`config.mk`:
```
export PLATFORM = sky130hd
export DESIGN_NAME = mem_ctrl
export DESIGN_NICKNAME = d
export VERILOG_FILES = /design/src/rtl/mem_ctrl_pkg.sv /design/src/rtl/mem_ctrl_lane_asm.sv /design/src/rtl/mem_ctrl.sv
export SDC_FILE = /design/constraint.sdc
export NUM_CORES = 1
export LEC_CHECK = 0
export ABC_AREA = 1
export BUFFER_PORTS_ARGS = -buffer_cell sky130_fd_sc_hd__buf_2
export CORE_MARGIN = 8
export CORE_UTILIZATION = 40
export CTS_BUF_LIST = sky130_fd_sc_hd__clkbuf_8
export DETAILED_ROUTE_END_ITERATION = 7
export PLACE_DENSITY_LB_ADDON = 0.12
export SLEW_MARGIN = 15
export SYNTH_ARGS = -nofsm -noshare
export SYNTH_HDL_FRONTEND = slang
export SYNTH_SLANG_ARGS = --single-unit
```
`constraint.sdc`:
```
create_clock -name clk -period 3.85 [get_ports clk]
set_input_delay 0 -clock clk [delete_from_list [all_inputs] [get_ports clk]]
set_output_delay 0 -clock clk [all_outputs]
set_load 0.01 [all_outputs]
```
`src/rtl/mem_ctrl_pkg.sv`:
```
// Shared encodings and bus types for the byte-serial memory controller.
package mem_ctrl_pkg;

  // Data access size encodings driven by the MEM stage
  localparam logic [1:0] MEM_BYTE = 2'b00;
  localparam logic [1:0] MEM_HALF = 2'b01;
  localparam logic [1:0] MEM_WORD = 2'b10;

  typedef enum logic [1:0] {
    MC_IDLE = 2'd0,
    MC_BUSY = 2'd1,
    MC_DONE = 2'd2
  } mc_state_e;

  typedef logic [31:0] mem_addr_bus_t;
  typedef logic [31:0] mem_data_bus_t;

  localparam mem_data_bus_t ZERO_WORD = 32'h0000_0000;

  // Number of bytes moved for a given size code; the unused code maps to a word
  function automatic logic [2:0] sel_len(input logic [1:0] sel);
    case (sel)
      MEM_BYTE: sel_len = 3'd1;
      MEM_HALF: sel_len = 3'd2;
      MEM_WORD: sel_len = 3'd4;
      default:  sel_len = 3'd4;
    endcase
  endfunction

endpackage

```
`src/rtl/mem_ctrl_lane_asm.sv`:
```
// Byte-lane assembler: collects RAM read bytes into a little-endian word.
// word_nxt already contains the byte arriving this cycle so the owner's
// output register can capture the complete word on the final BUSY edge.
module mem_ctrl_lane_asm
  import mem_ctrl_pkg::*;
(
  input  logic            clk,
  input  logic            rst,
  input  logic            clr,
  input  logic            en,
  input  logic [2:0]      cnt,
  input  logic [7:0]      din,
  output logic [3:0][7:0] word_nxt
);

  logic [3:0][7:0] lanes;
  logic [1:0]      idx;

  // byte arriving now belongs to the address driven last cycle
  assign idx = 2'(cnt - 3'd1);

  for (genvar i = 0; i < 4; i++) begin : g_lane
    // lane mux: take the incoming byte when this lane is addressed
    always_comb begin
      word_nxt[i] = lanes[i];
      if (en && (idx == 2'(i))) word_nxt[i] = din;
    end

    // lane register: cleared while idle so uncovered lanes read as zero
    always_ff @(posedge clk) begin
      if (!rst || clr) lanes[i] <= 8'h00;
      else             lanes[i] <= word_nxt[i];
    end
  end

endmodule

```
`src/rtl/mem_ctrl.sv`:
```
// Byte-serial memory controller: arbitrates IF fetches and MEM loads/stores
// onto one 8-bit RAM port with 1-cycle read latency. MEM has priority.
module mem_ctrl
  import mem_ctrl_pkg::*;
#(
  parameter int ADDR_W = 32
) (
  input  logic              clk,
  input  logic              rst,
  input  logic              if_req_i,
  input  logic [ADDR_W-1:0] if_addr_i,
  input  logic              if_cancel_i,
  output logic              if_done_o,
  output logic [31:0]       if_inst_o,
  input  logic              mem_req_i,
  input  logic              mem_we_i,
  input  logic [1:0]        mem_sel_i,
  input  logic [ADDR_W-1:0] mem_addr_i,
  input  logic [31:0]       mem_wdata_i,
  output logic              mem_done_o,
  output logic [31:0]       mem_rdata_o,
  output logic [ADDR_W-1:0] ram_addr_o,
  output logic              ram_wr_o,
  output logic [7:0]        ram_dout_o,
  input  logic [7:0]        ram_din_i
);

  mc_state_e         state;
  logic [2:0]        cnt;
  logic [2:0]        len;
  logic              owner_if;
  logic              we;
  logic              cancel_flag;
  logic [ADDR_W-1:0] base;
  logic [3:0][7:0]   wdata;
  logic [3:0][7:0]   asm_word;
  logic              last;
  logic              asm_en;
  logic [2:0]        off;

  // reads need one extra cycle for the final byte to return
  assign last   = we ? (cnt == len - 3'd1) : (cnt == len);
  assign asm_en = (state == MC_BUSY) && !we && (cnt != 3'd0);
  // on the trailing read cycle the address holds at the last byte
  assign off    = (cnt == len) ? len - 3'd1 : cnt;

  // RAM port drive; write strobe is gated by reset so an abort never writes
  always_comb begin
    ram_addr_o = '0;
    ram_dout_o = 8'h00;
    ram_wr_o   = 1'b0;
    if (state == MC_BUSY) begin
      ram_addr_o = base + ADDR_W'(off);
      if (we) begin
        ram_dout_o = wdata[cnt[1:0]];
        ram_wr_o   = rst;
      end
    end
  end

  mem_ctrl_lane_asm u_lane_asm (
    .clk      (clk),
    .rst      (rst),
    .clr      (state == MC_IDLE),
    .en       (asm_en),
    .cnt      (cnt),
    .din      (ram_din_i),
    .word_nxt (asm_word)
  );

  // controller FSM with registered done pulses and result words
  always_ff @(posedge clk) begin
    if (!rst) begin
      state       <= MC_IDLE;
      cnt         <= 3'd0;
      len         <= 3'd0;
      owner_if    <= 1'b0;
      we          <= 1'b0;
      cancel_flag <= 1'b0;
      base        <= '0;
      wdata       <= ZERO_WORD;
      if_done_o   <= 1'b0;
      mem_done_o  <= 1'b0;
      if_inst_o   <= ZERO_WORD;
      mem_rdata_o <= ZERO_WORD;
    end else begin
      if_done_o  <= 1'b0;
      mem_done_o <= 1'b0;
      case (state)
        MC_IDLE: begin
          cnt         <= 3'd0;
          cancel_flag <= 1'b0;
          if (mem_req_i) begin
            owner_if <= 1'b0;
            base     <= mem_addr_i;
            len      <= sel_len(mem_sel_i);
            we       <= mem_we_i;
            wdata    <= mem_wdata_i;
            state    <= MC_BUSY;
          end else if (if_req_i && !if_cancel_i) begin
            owner_if <= 1'b1;
            base     <= if_addr_i;
            len      <= 3'd4;
            we       <= 1'b0;
            state    <= MC_BUSY;
          end
        end
        MC_BUSY: begin
          if (owner_if && if_cancel_i) cancel_flag <= 1'b1;
          if (last) begin
            state <= MC_DONE;
            if (owner_if) begin
              // a flushed fetch finishes its bus sequence silently
              if (!(cancel_flag || if_cancel_i)) begin
                if_done_o <= 1'b1;
                if_inst_o <= asm_word;
              end
            end else begin
              mem_done_o <= 1'b1;
              if (!we) mem_rdata_o <= asm_word;
            end
          end else begin
            cnt <= cnt + 3'd1;
          end
        end
        MC_DONE: begin
          cancel_flag <= 1'b0;
          state       <= MC_IDLE;
        end
        default: state <= MC_IDLE;
      endcase
    end
  end

endmodule

```
== Yosys cells after proc, flatten, opt, wreduce, memory -nomap -nowiden ==
Cells that the tools add are included.

* Register bits after elaboration: 173
* Input port bits: 112
* Output and inout port bits: 107
* Logic and storage cells: 101

* Add/subtract/negate cells: 4
* $lt $le $gt $ge: 1
* Equal/unequal tests: 12
* Mux-type cells: 32
* Bitwise logic cells: 3
* Reductions and logical operators: 30

{| class="wikitable"
|+ Operators with widths
! operator !! number
|-
| $mux 32 || 3
|-
| $mux 8 || 7
|-
| $add 32x3->32 || 1
|-
| $bmux 8 s2 || 1
|-
| $mux 3 || 4
|-
| $pmux 3 s2 || 2
|-
| $reduce_and 4->1 || 3
|-
| $mux 1 || 10
|-
| $reduce_and 2->1 || 5
|-
| $logic_and 1x1->1 || 8
|-
| $eq 2x1->1 const B || 3
|-
| $eq 2x2->1 const B || 3
|-
| $eq 3x3->1 || 2
|-
| $logic_not 2->1 || 3
|-
| $mux 2 || 3
|-
| $reduce_bool 2->1 || 3
|-
| $ne 2x2->1 const B || 2
|-
| $pmux 2 s2 || 1
|-
| $add 3x1->3 const B || 1
|-
| $logic_not 1->1 || 3
|-
| $lt 2x3->1 const B || 1
|-
| $ne 3x3->1 const B || 1
|-
| $not 1->1 || 3
|-
| $reduce_and 3->1 || 1
|-
| 7 further kinds || 8
|}

== Depth between registers and ports, before layout ==
Gate-level depths: netlist (run 1).

* Word-level depth: 5
* Mapped depth: 19
* Depth with buffers taken out: 18

== Hierarchy ==
From an unflattened synthesis (run 1), not the netlist that was laid out.

* Cell total of the unflattened synthesis: 1408
* Area, all modules: 8958.6 µm²

{| class="wikitable"
|+ Modules (own cells, without submodules)
! module !! times used !! cells each !! area each (µm²) !! seq. area each (µm²)
|-
| mem_ctrl || 1 || 1156 || 7350.8 || 2822.7
|-
| mem_ctrl_lane_asm || 1 || 252 || 1607.8 || 640.6
|}

== Worst setup path before layout (run 1) ==
Ideal clock, no wire load.

* Path type: flip-flop to output port
* Start: register cnt[1]
* End: output ram_addr_o[30]
* Arrival: 2.349 ns
* Required time: 3.850 ns
* Setup slack: 1.501 ns
* Cell stages (with the launch flop): 16
* Buffers on the path: 1
* Path through: dfxtp_1 > buf_4 > xnor2_2 > nand2_1 > nor2_4 > nand2_1 > o21ai_0 > ha_1 > fa_1 > nand2_1 > a21oi_1 > nand2_1 > nor2_1 > nand2_1 > xor2_1 > nor2_1

* Longest elaborated chain between the ends: 4

{| class="wikitable"
|+ Ends and longest elaborated chain
! item !! line !! source
|-
| start: declaration || mem_ctrl.sv:29 || <nowiki>logic [2:0] cnt;</nowiki>
|-
| start signal: assignment || mem_ctrl.sv:123 || <nowiki>cnt <= cnt + 3'd1;</nowiki>
|-
| $eq 3x3->1 || mem_ctrl.sv:45 || <nowiki>assign off = (cnt == len) ? len - 3'd1 : cnt;</nowiki>
|-
| $mux 3 * || mem_ctrl.sv:45 ||
|-
| $add 32x3->32 * || mem_ctrl.sv:53 || <nowiki>ram_addr_o = base + ADDR_W'(off);</nowiki>
|-
| $mux 32 * || mem_ctrl.sv:52 || <nowiki>if (state == MC_BUSY) begin</nowiki>
|-
| end: declaration || mem_ctrl.sv:22 || <nowiki>output logic [ADDR_W-1:0] ram_addr_o,</nowiki>
|}

Every way passes the cells marked *; elsewhere a longest branch is shown, timed or not.

== Worst setup path in the final report (run 1) ==
* Start: register cnt[0]
* End: output ram_addr_o[31]

The elaborated chain is that of the path after synthesis.

==> results.toml, run 1 <==
[global_routing]
grt_pass1_vias = 8745
antenna_found_initial = 1
grt_pass1_wl_mm = 44.79
grt_max_degree = 84
grt_remaining_overflow = 0
track_usage_pct = 21.25

[timing]
rsz0062_at_grt = "false"
worst_slew_pin_slew_ns = 1.114
skew_ns = 0.02082
final.setup.worst_slack_ns = 0.4263
min_period_ns = 3.424
max_freq_mhz = 292.1
hold_slack_ns = 0.05285
setup_viol = 0
slew_viol_final = 0
finalSetupTns_ns = 0
maxSlewHeadroom_pct = 25.55
hold_violations = 0
min_period_over_period_pct = 88.93

[synthesis]
synth_top_family_by_area = "simple AND/OR/NAND/NOR gates"
synth_mux_area_share_pct = 0
yosysSeqAreaShare_pct = 41.71
yosys.area_share.simple_pct = 28.90
yosysMostFrequentCell = "nor2_1"
synth_largest_area_cell = "dfxtp_1"
synthDistinctLibCells = 32
async_flop_share_pct = 0
ys_ff_latch = 173
synth_common_cells = "280 x nor2_1, 252 x nand2_1, 173 x dfxtp_1"
synth-main-ff-cell = "dfxtp_1"
synth_compound_area_share_pct = 15.93
synth_warnings = 0
syn-num-nets = 1378
synth_top_cell_area_share_pct = 41.71
netlist_area_sq_um = 8303
synth_edf_count = 0
synth_fa_ha_area_share_pct = 1.597
synthCells = 1256
synth_area_leaders = "dfxtp_1 42%, nor2_1 13%, nand2_1 11%"
post_synth.cell_area_avg_sq_um = 6.611
synth_xor_area_share_pct = 1.778

[critical_path]
max_stage_delay_ns = 0.39
regToRegStartpoint = "cnt[0]$_SDFFE_PN0P_"
path_cells = "inv_2 -> nand2_1 -> nand2_1 -> nand2_1 -> nor2_4 -> o21ai_0 -> ha_1 -> nand2_1 -> nand2_1 -> nand2_1 -> inv_1 -> nand2_1 -> nor2_1 -> a21oi_1 -> nor3_1 -> buf_2"
cpMaxStageDelayCell = "dfxtp_1"
start_kind = "flip-flop"
endpoint_kind = "output pin"
critPathMaxFanout = 22
cp_data_required_time_ns = 3.85
r2r_cells = 10
reg2reg_slack_ns = 0.97
crit_top_cell = "nand2_1"
r2r_end = "mem_rdata_o[15]$_SDFFE_PN0P_"
crit_arrival_ns = 3.42
crit_type = "flip-flop to output pin"

[floorplan]
start_util_pct = 40.90
rows = 52
ios = 219
die_area_sq_um = 25620
core_area_sq_um = 20300
die_w_microns = 160.1
fp.dieH_microns = 160.1

[detailed_routing]
vias = 8716
avgRoutedWirePerCell_microns = 15.02
drt_iter0_drc = 499
vias_per_cell = 4.773
postRouteAntennaNets = 0
wl_mm = 27.43
drc = 0
firstDrtPassIters = 5

[power]
p_leak_nw = 5.139
p_per_area_nw_per_um2 = 389.9
vdd_drop_max_v = 0.0002047
fin_total_pwr_mw = 4.276

[clock_tree]
numCtsBuffers = 17
clk_latency_ns = 0.47
cts.sinks = 173
root_buffer = "clkbuf_8"
cts_tree = "built"
cts_resized = 0
htreeDepth = 4
post_cts_buffers = 0
clkTransAtPathRegs_ns = 0.10
clockBufferDepth = 2

[finish]
syn2layout_area_growth_pct = 32.05
fillers = 2073
layout.nets = 1664
drive_gt1_share_pct = 17.94

[worst_hold_path]
min_to = "mem_rdata_o[24]$_SDFFE_PN0P_"
whs_path_depth = 5
worstHoldStart = "ram_din_i[0]"
hold_path_class = "primary input to flip-flop"

[flow_run]
max-cap-violations = 0

[placed_design]
dp_hpwl_mm = 18.90
port_buffers = 218
place.gp.congestion = 0.9115
pre_cts_ws_ns = 0.9371

[run_status]
outcome = "complete, no violations"
[flip-flops by register name (all words and copies together) (netlist names)]
signal	cells
mem_rdata_o	32
we	1
mem_done_o	1
u_lane_asm.lanes	32
cnt	3
owner_if	1
if_inst_o	32
len	3
cancel_flag	1
base	32
if_done_o	1
wdata	32
state	2
[stage by stage]
stage	cells	area, sq um	util, %
global route	1826	10960	54.01
finish	1826	10960	54.01
detailed placement	1685	9514	46.87
floorplan	1256	8303	-
CTS	1825	10960	54.00
global placement	1685	9514	46.87
[critical path: cells and delay by family, from the launching register on]
| family | cells | cell delay (ns) |
|---|---|---|
| adders and majority gates | 1 | 0.35 |
| buffers and inverters | 3 | 0.57 |
| DFF | 1 | 0.39 |
| and+or+nand+nor | 10 | 1.39 |
| AOI/OAI and AO/OA | 2 | 0.28 |
[repair_timing]
| item | CTS | global route |
|---|---|---|
| endpoints found under the setup margin | 0 | 0 |
| hold buffers | 108 | 0 |
| endpoints found under the hold margin | 99 | 0 |
[cell type report]
class,instances,area [sq um],share of cell area [%]
clock inverters,15,132.6,1.210
well taps,270,337.8,3.081
inverters,139,521.8,4.759
diodes,1,2.502,0.02282
clock buffers,17,234.0,2.134
multi-input cells,875,4023,36.69
flip-flops and latches,173,3463,31.59
repair buffers,336,2250,20.52
[power by group]
group	switching (mW)	internal (mW)
combinational	0.603	0.408
sequential	0.115	1.93
clock	0.753	0.469
total	1.47	2.81
[layer usage]
metal	vias up	part of all wire [%]	GRT usage (%)
met5	-	0	0
li1	4551	-	-
met4	0	1.3	5.395
met1	3908	46	25.84
met3	26	4.9	5.013
met2	231	48	36.96
[kinds of logic (layout without fill, tap and decap cells)]
logic type      Yosys count  after routing
other cells               0              1
fa+ha+maj                10             10
xor+xnor                 16             16
compound gates          251            251
flops                   173            173
simple gates            598            598
buf+inv                 208            507
[placed cells by master, fill, tap and decap left out, types with 9 or more instances in the layout]
cell type / instances
a31oi_1: 33
buf_2: 217
o21ai_0: 114
ha_1: 9
nor3_1: 14
clkbuf_8: 17
nor2_1: 280
nand3_1: 21
nand2_1: 252
xor2_1: 14
buf_4: 11
o21ai_1: 33
dlygate4sd3_1: 108
dfxtp_1: 173
a21oi_1: 59
inv_1: 134
nand4_1: 18
[worst max path at each step]
stage	end	slack (ns)	cells after the start	startpoint
final	ram_addr_o[31]	0.43	16	cnt[0]$_SDFFE_PN0P_
after detailed placement	ram_addr_o[31]	0.94	16	cnt[0]$_SDFFE_PN0P_
after global placement	ram_addr_o[30]	1.02	15	cnt[1]$_SDFFE_PN0P_
after CTS	ram_addr_o[31]	0.42	16	cnt[0]$_SDFFE_PN0P_
after floorplan	ram_addr_o[30]	1.50	15	cnt[1]$_SDFFE_PN0P_
after global routing	ram_addr_o[18]	0.04	19	cnt[0]$_SDFFE_PN0P_
Note: power is estimated with default switching activity, not from simulation.
==> run 2, diff against run 1 <==
- REMOVE_ABC_BUFFERS: default -> 1
- clock period: 3.85 -> 4.13 ns (I/O delays scaled with it)
==> run 2 against run 1 <==
Via count fell by 0.88%. Sequential share of layout area is 0.051 points higher. Count of clock-buffer cells in the layout stayed put. Routed wire length fell by 6.0%. Sequential power is 7% lower. Critical path type unchanged. Global-route usage is 1.4 points lower. Die area unchanged. Critical path depth fell by 4.
==> results.toml, run 2 (same netlist as run 1, synthesis figures left out) <==
[finish]
stdcell_count = 1825
syn2layout_area_growth_pct = 31.84
layout_common_cells = "280 x nor2_1, 251 x nand2_1, 217 x buf_2, 173 x dfxtp_1, 137 x inv_1"
fillers = 2115
final_common_cell = "nor2_1"
layout.nets = 1661
drive_gt1_share_pct = 17.85

[clock_tree]
htreeDepth = 4
cts.sinks = 173
clk_latency_ns = 0.46
post_cts_buffers = 0
clockBufferDepth = 2
numCtsBuffers = 17
cts_resized = 0
clkTransAtPathRegs_ns = 0.09
cts_tree = "built"
postCtsHoldBufs = 105
root_buffer = "clkbuf_8"

[placed_design]
dp_hpwl_mm = 17.41
pre_cts_ws_ns = 1.122
dp.cells = 1685
port_buffers = 218
place.gp.congestion = 0.8848

[critical_path]
critPathMaxFanout = 15
reg2reg_slack_ns = 1.15
cp_data_required_time_ns = 4.13
start_kind = "flip-flop"
endpoint_kind = "output pin"
crit_arrival_ns = 3.51
crit_type = "flip-flop to output pin"

[timing]
min_period_ns = 3.510
slew_viol_final = 0
finalSetupTns_ns = 0
hold_slack_ns = 0.04673
skew_ns = 0.02031
worst_slew_pin_slew_ns = 0.7933
hold_violations = 0
setup_viol = 0
min_period_over_period_pct = 84.98
maxSlewHeadroom_pct = 47.06
rsz0062_at_grt = "false"
final.setup.worst_slack_ns = 0.6202
max_freq_mhz = 284.9

[run_status]
outcome = "complete, no violations"

[power]
fin_total_pwr_mw = 3.970
vdd_drop_max_v = 0.0002171
p_leak_nw = 5.132
p_per_area_nw_per_um2 = 362.7

[global_routing]
grt_remaining_overflow = 0
grt_pass1_wl_mm = 42.15
grt_max_degree = 72
grt_pass1_vias = 8346
track_usage_pct = 19.82
antenna_found_initial = 3

[floorplan]
rows = 52
core_area_sq_um = 20300
fp.dieH_microns = 160.1
die_w_microns = 160.1
die_area_sq_um = 25620
start_util_pct = 40.90
ios = 219

[detailed_routing]
drc = 0
avgRoutedWirePerCell_microns = 14.14
firstDrtPassIters = 6
vias = 8639
postRouteAntennaNets = 0
wl_mm = 25.80
drt_iter0_drc = 409
vias_per_cell = 4.734

[worst_hold_path]
hold_path_class = "primary input to flip-flop"

[flow_run]
max-cap-violations = 0
[run 2: power by group]
| part | switching (mW) | internal (mW) | leakage [nW] |
|---|---|---|---|
| sequential | 0.0943 | 1.80 | 1.41 |
| combinational | 0.550 | 0.374 | 3.53 |
| clock | 0.668 | 0.487 | 0.194 |
[run 2: through the flow]
step	utilization [%]	cell area [sq um]
after global placement	46.87	9514
after CTS	53.88	10940
final	53.93	10950
after detailed placement	46.87	9514
after global routing	53.93	10950
after floorplan	-	7988
[run 2: final timing paths]
| path | from | cells after the start | to |
|---|---|---|---|
| setup / recovery | cnt[1]$_SDFFE_PN0P_ | 12 | ram_addr_o[31] |
| setup reg to reg | cnt[1]$_SDFFE_PN0P_ | 10 | if_inst_o[17]$_SDFFE_PN0P_ |
| hold reg to reg | if_inst_o[11]$_SDFFE_PN0P_ | 2 | if_inst_o[11]$_SDFFE_PN0P_ |
| hold / removal | ram_din_i[2] | 5 | u_lane_asm.lanes[26]$_SDFF_PP0_ |
[run 2: metal layers]
metal,routed length (microns),track usage (%),vias up
met2,12050,33.40,242
met5,0,0,-
li1,-,-,4543
met3,1623,5.681,22
met4,335,5.353,0
met1,11790,24.27,3832
[run 2: final cells by class]
class,count,area [sq um],area share (%)
well taps,270,337.8,3.086
repair buffers,333,2220,20.28
multi-input cells,875,4025,36.77
inverters,139,521.8,4.766
clock buffers,17,234.0,2.137
clock inverters,15,137.6,1.257
flip-flops and latches,173,3463,31.64
diodes,3,7.507,0.06858
[run 2: critical path: stages, from the launching register on]
cell and delay, ns:
dfxtp_1 0.71, inv_1 0.39, o21ai_0 0.41, ha_1 0.22, nor2_1 0.04, nand2_1 0.07
nand2_1 0.13, inv_1 0.11, nand2_1 0.10, nor2_1 0.28, a21oi_1 0.11, nor3_1 0.28
buf_2 0.20
==> run 3, diff against run 2 <==
- clock period: 4.13 -> 2.95 ns (I/O delays scaled with it)
==> run 3 against run 2 <==
First-iteration DRC count grew 7.8%. Count of clock-buffer cells in the layout rose by 1. Combinational power up 48%. Clock power up 40%. Critical path depth up 7. Critical endpoint is now ram_addr_o[18]. Sequential power increased by 40%. Via count up 0.53%. Global-route usage is 0.55 points higher.
==> results.toml, run 3 (same netlist as run 1, synthesis figures left out) <==
[timing]
hold_violations = 0
skew_ns = 0.01684
max_freq_mhz = 352.5
finalSetupTns_ns = 0
slew_viol_final = 0
setup_viol = 0
min_period_over_period_pct = 96.16
min_period_ns = 2.837
maxSlewHeadroom_pct = 47.09
worst_slew_pin_slew_ns = 0.7928

[run_status]
outcome = "complete, no violations"

[power]
intPower_mw = 3.716
switching_power_mw = 1.906
vdd_drop_max_v = 0.0002540
p_seq_share_pct = 47.1
p_per_area_nw_per_um2 = 502.7
p_leak_nw = 5.211
p_clk_share_pct = 28.6
comb_power_share_pct = 24.3
switching_share_pct = 33.90

[detailed_routing]
drc = 0
wl_mm = 26.14
postRouteAntennaNets = 0
firstDrtPassIters = 5
drt_iter0_drc = 441
vias_per_cell = 4.728
avgRoutedWirePerCell_microns = 14.23
vias = 8685

[critical_path]
crit_type = "flip-flop to output pin"
r2r_end = "if_inst_o[2]$_SDFFE_PN0P_"
setup.worst_path.start = "len[0]$_SDFFE_PN0P_"
reg2reg_slack_ns = 0.54
r2r_cells = 9
endpoint = "ram_addr_o[18]"
regToRegStartpoint = "cnt[1]$_SDFFE_PN0P_"
cp_data_required_time_ns = 2.95
start_kind = "flip-flop"
critPathMaxFanout = 5
endpoint_kind = "output pin"
crit_arrival_ns = 2.84

[finish]
syn2layout_area_growth_pct = 34.67
layout_common_cells = "274 x nor2_1, 241 x nand2_1, 217 x buf_2, 168 x dfxtp_1, 126 x inv_1"
multi_input_area_sq_um = 4128
drive_gt1_share_pct = 20.95
layout.nets = 1675
post-route-util_pct = 55.09
fillers = 2065
seq_area_sq_um = 3472
final_common_cell = "nor2_1"

[floorplan]
rows = 52
start_util_pct = 40.90
die_w_microns = 160.1
core_area_sq_um = 20300
fp.dieH_microns = 160.1
ios = 219
die_area_sq_um = 25620

[global_routing]
grt_pass1_vias = 8657
grt_remaining_overflow = 0
grt_pass1_wl_mm = 43.48
grt_max_degree = 79
track_usage_pct = 20.38
antenna_found_initial = 1

[worst_hold_path]
hold_path_class = "primary input to flip-flop"

[clock_tree]
clk_latency_ns = 0.47
clkTransAtPathRegs_ns = 0.09
htreeDepth = 4
cts_tree = "built"
root_buffer = "clkbuf_8"
clockBufferDepth = 2
cts.sinks = 173
numCtsBuffers = 17

[flow_run]
max-cap-violations = 0

[placed_design]
port_buffers = 218
dp_hpwl_mm = 17.62
place.gp.congestion = 0.9002
## run 3: changes by cell type in the layout (fill, tap and decap cells not counted), moves of 6 or more
cell | previous run | this run
nor2_1 | 280 | 274
inv_1 | 137 | 126
nand2_1 | 251 | 241
inv_2 | 5 | 12
nand2_2 | 4 | 12
buf_4 | 11 | 22
## run 3: final cells by class
cell class / count / share of cell area (%)
sequential: 173 / 31.05
antenna: 1 / 0.02238
inverter: 139 / 4.688
timing repair buffer: 347 / 20.95
tap: 270 / 3.021
multi-input combinational: 875 / 36.91
clock inverter: 14 / 1.141
clock buffer: 18 / 2.216
## run 3: worst min path at each step
stage                          startpoint                              end  slack, ns  depth (start not counted)
after global routing         ram_din_i[3]   u_lane_asm.lanes[3]$_SDFF_PP0_       0.05                          5
after CTS                    ram_din_i[2]  u_lane_asm.lanes[26]$_SDFF_PP0_       0.02                          5
after detailed placement  mem_wdata_i[16]           wdata[16]$_SDFFE_PN0P_       0.23                          3
after floorplan                       rst     mem_rdata_o[11]$_SDFFE_PN0P_       0.12                          2
final                        ram_din_i[2]  u_lane_asm.lanes[26]$_SDFF_PP0_       0.02                          5
after global placement    mem_wdata_i[21]           wdata[21]$_SDFFE_PN0P_       0.22                          3
## run 3: stage by stage
| step | power, mW | instance area [sq um] | std cells | hold WS, ns | worst slack (ns) |
|---|---|---|---|---|---|
| 6_report | 5.621 | 11180 | 1837 | 0.02406 | 0.1134 |
| 5_1_grt | 5.989 | 11180 | 1837 | 0.04708 | -0.03565 |
| 4_1_cts | 5.646 | 11070 | 1832 | 0.01657 | 0.007165 |
| 3_5_place_dp | 3.855 | 9579 | 1692 | 0.2260 | 0.3274 |
| 3_3_place_gp | 3.846 | 9579 | 1692 | 0.2191 | 0.4008 |
| 2_1_floorplan | 3.383 | 7988 | 1187 | 0.1204 | -0.2881 |
## run 3: per-layer routing
layer  GRT usage, %  part of all wire, %  wire length [microns]  vias up
li1               -                    -                      -     4573
met1          25.64                   46                  12020     3845
met2          34.01                   46                  12130      236
met3          5.373                  6.1                   1589       31
met4          5.055                  1.5                    403        0
met5              0                    0                      0        -
## run 3: power by group through the flow
| stage | logic, mW | registers, mW | clock network (mW) |
|---|---|---|---|
| after floorplan | 0.680 | 2.70 | 0 |
| after global placement | 1.15 | 2.70 | 0 |
| after detailed placement | 1.16 | 2.70 | 0 |
| after CTS | 1.33 | 2.65 | 1.67 |
| after global routing | 1.54 | 2.67 | 1.77 |
| final | 1.37 | 2.65 | 1.61 |
## run 3: repair_timing
action	4_1_cts	5_1_grt
hold buffers	107	0
setup endpoints to repair	16	24
pin swaps	4	11
gates resized for setup	14	36
endpoints found under the hold margin	89	0
setup buffers	1	4
## run 3: critical path, cell delays in order (launching register included)
cell,delay (ns)
dfxtp_2,0.33
inv_2,0.08
nand2_1,0.07
nand2_2,0.11
nand2_4,0.07
nor2_4,0.13
buf_4,0.13
o21ai_2,0.05
ha_2,0.20
fa_2,0.40
nand2_2,0.09
a21oi_4,0.08
nand2_2,0.13
inv_4,0.06
nand2_4,0.07
nor2_4,0.03
nand2_1,0.05
nand2_1,0.05
nor2_1,0.09
buf_2,0.14
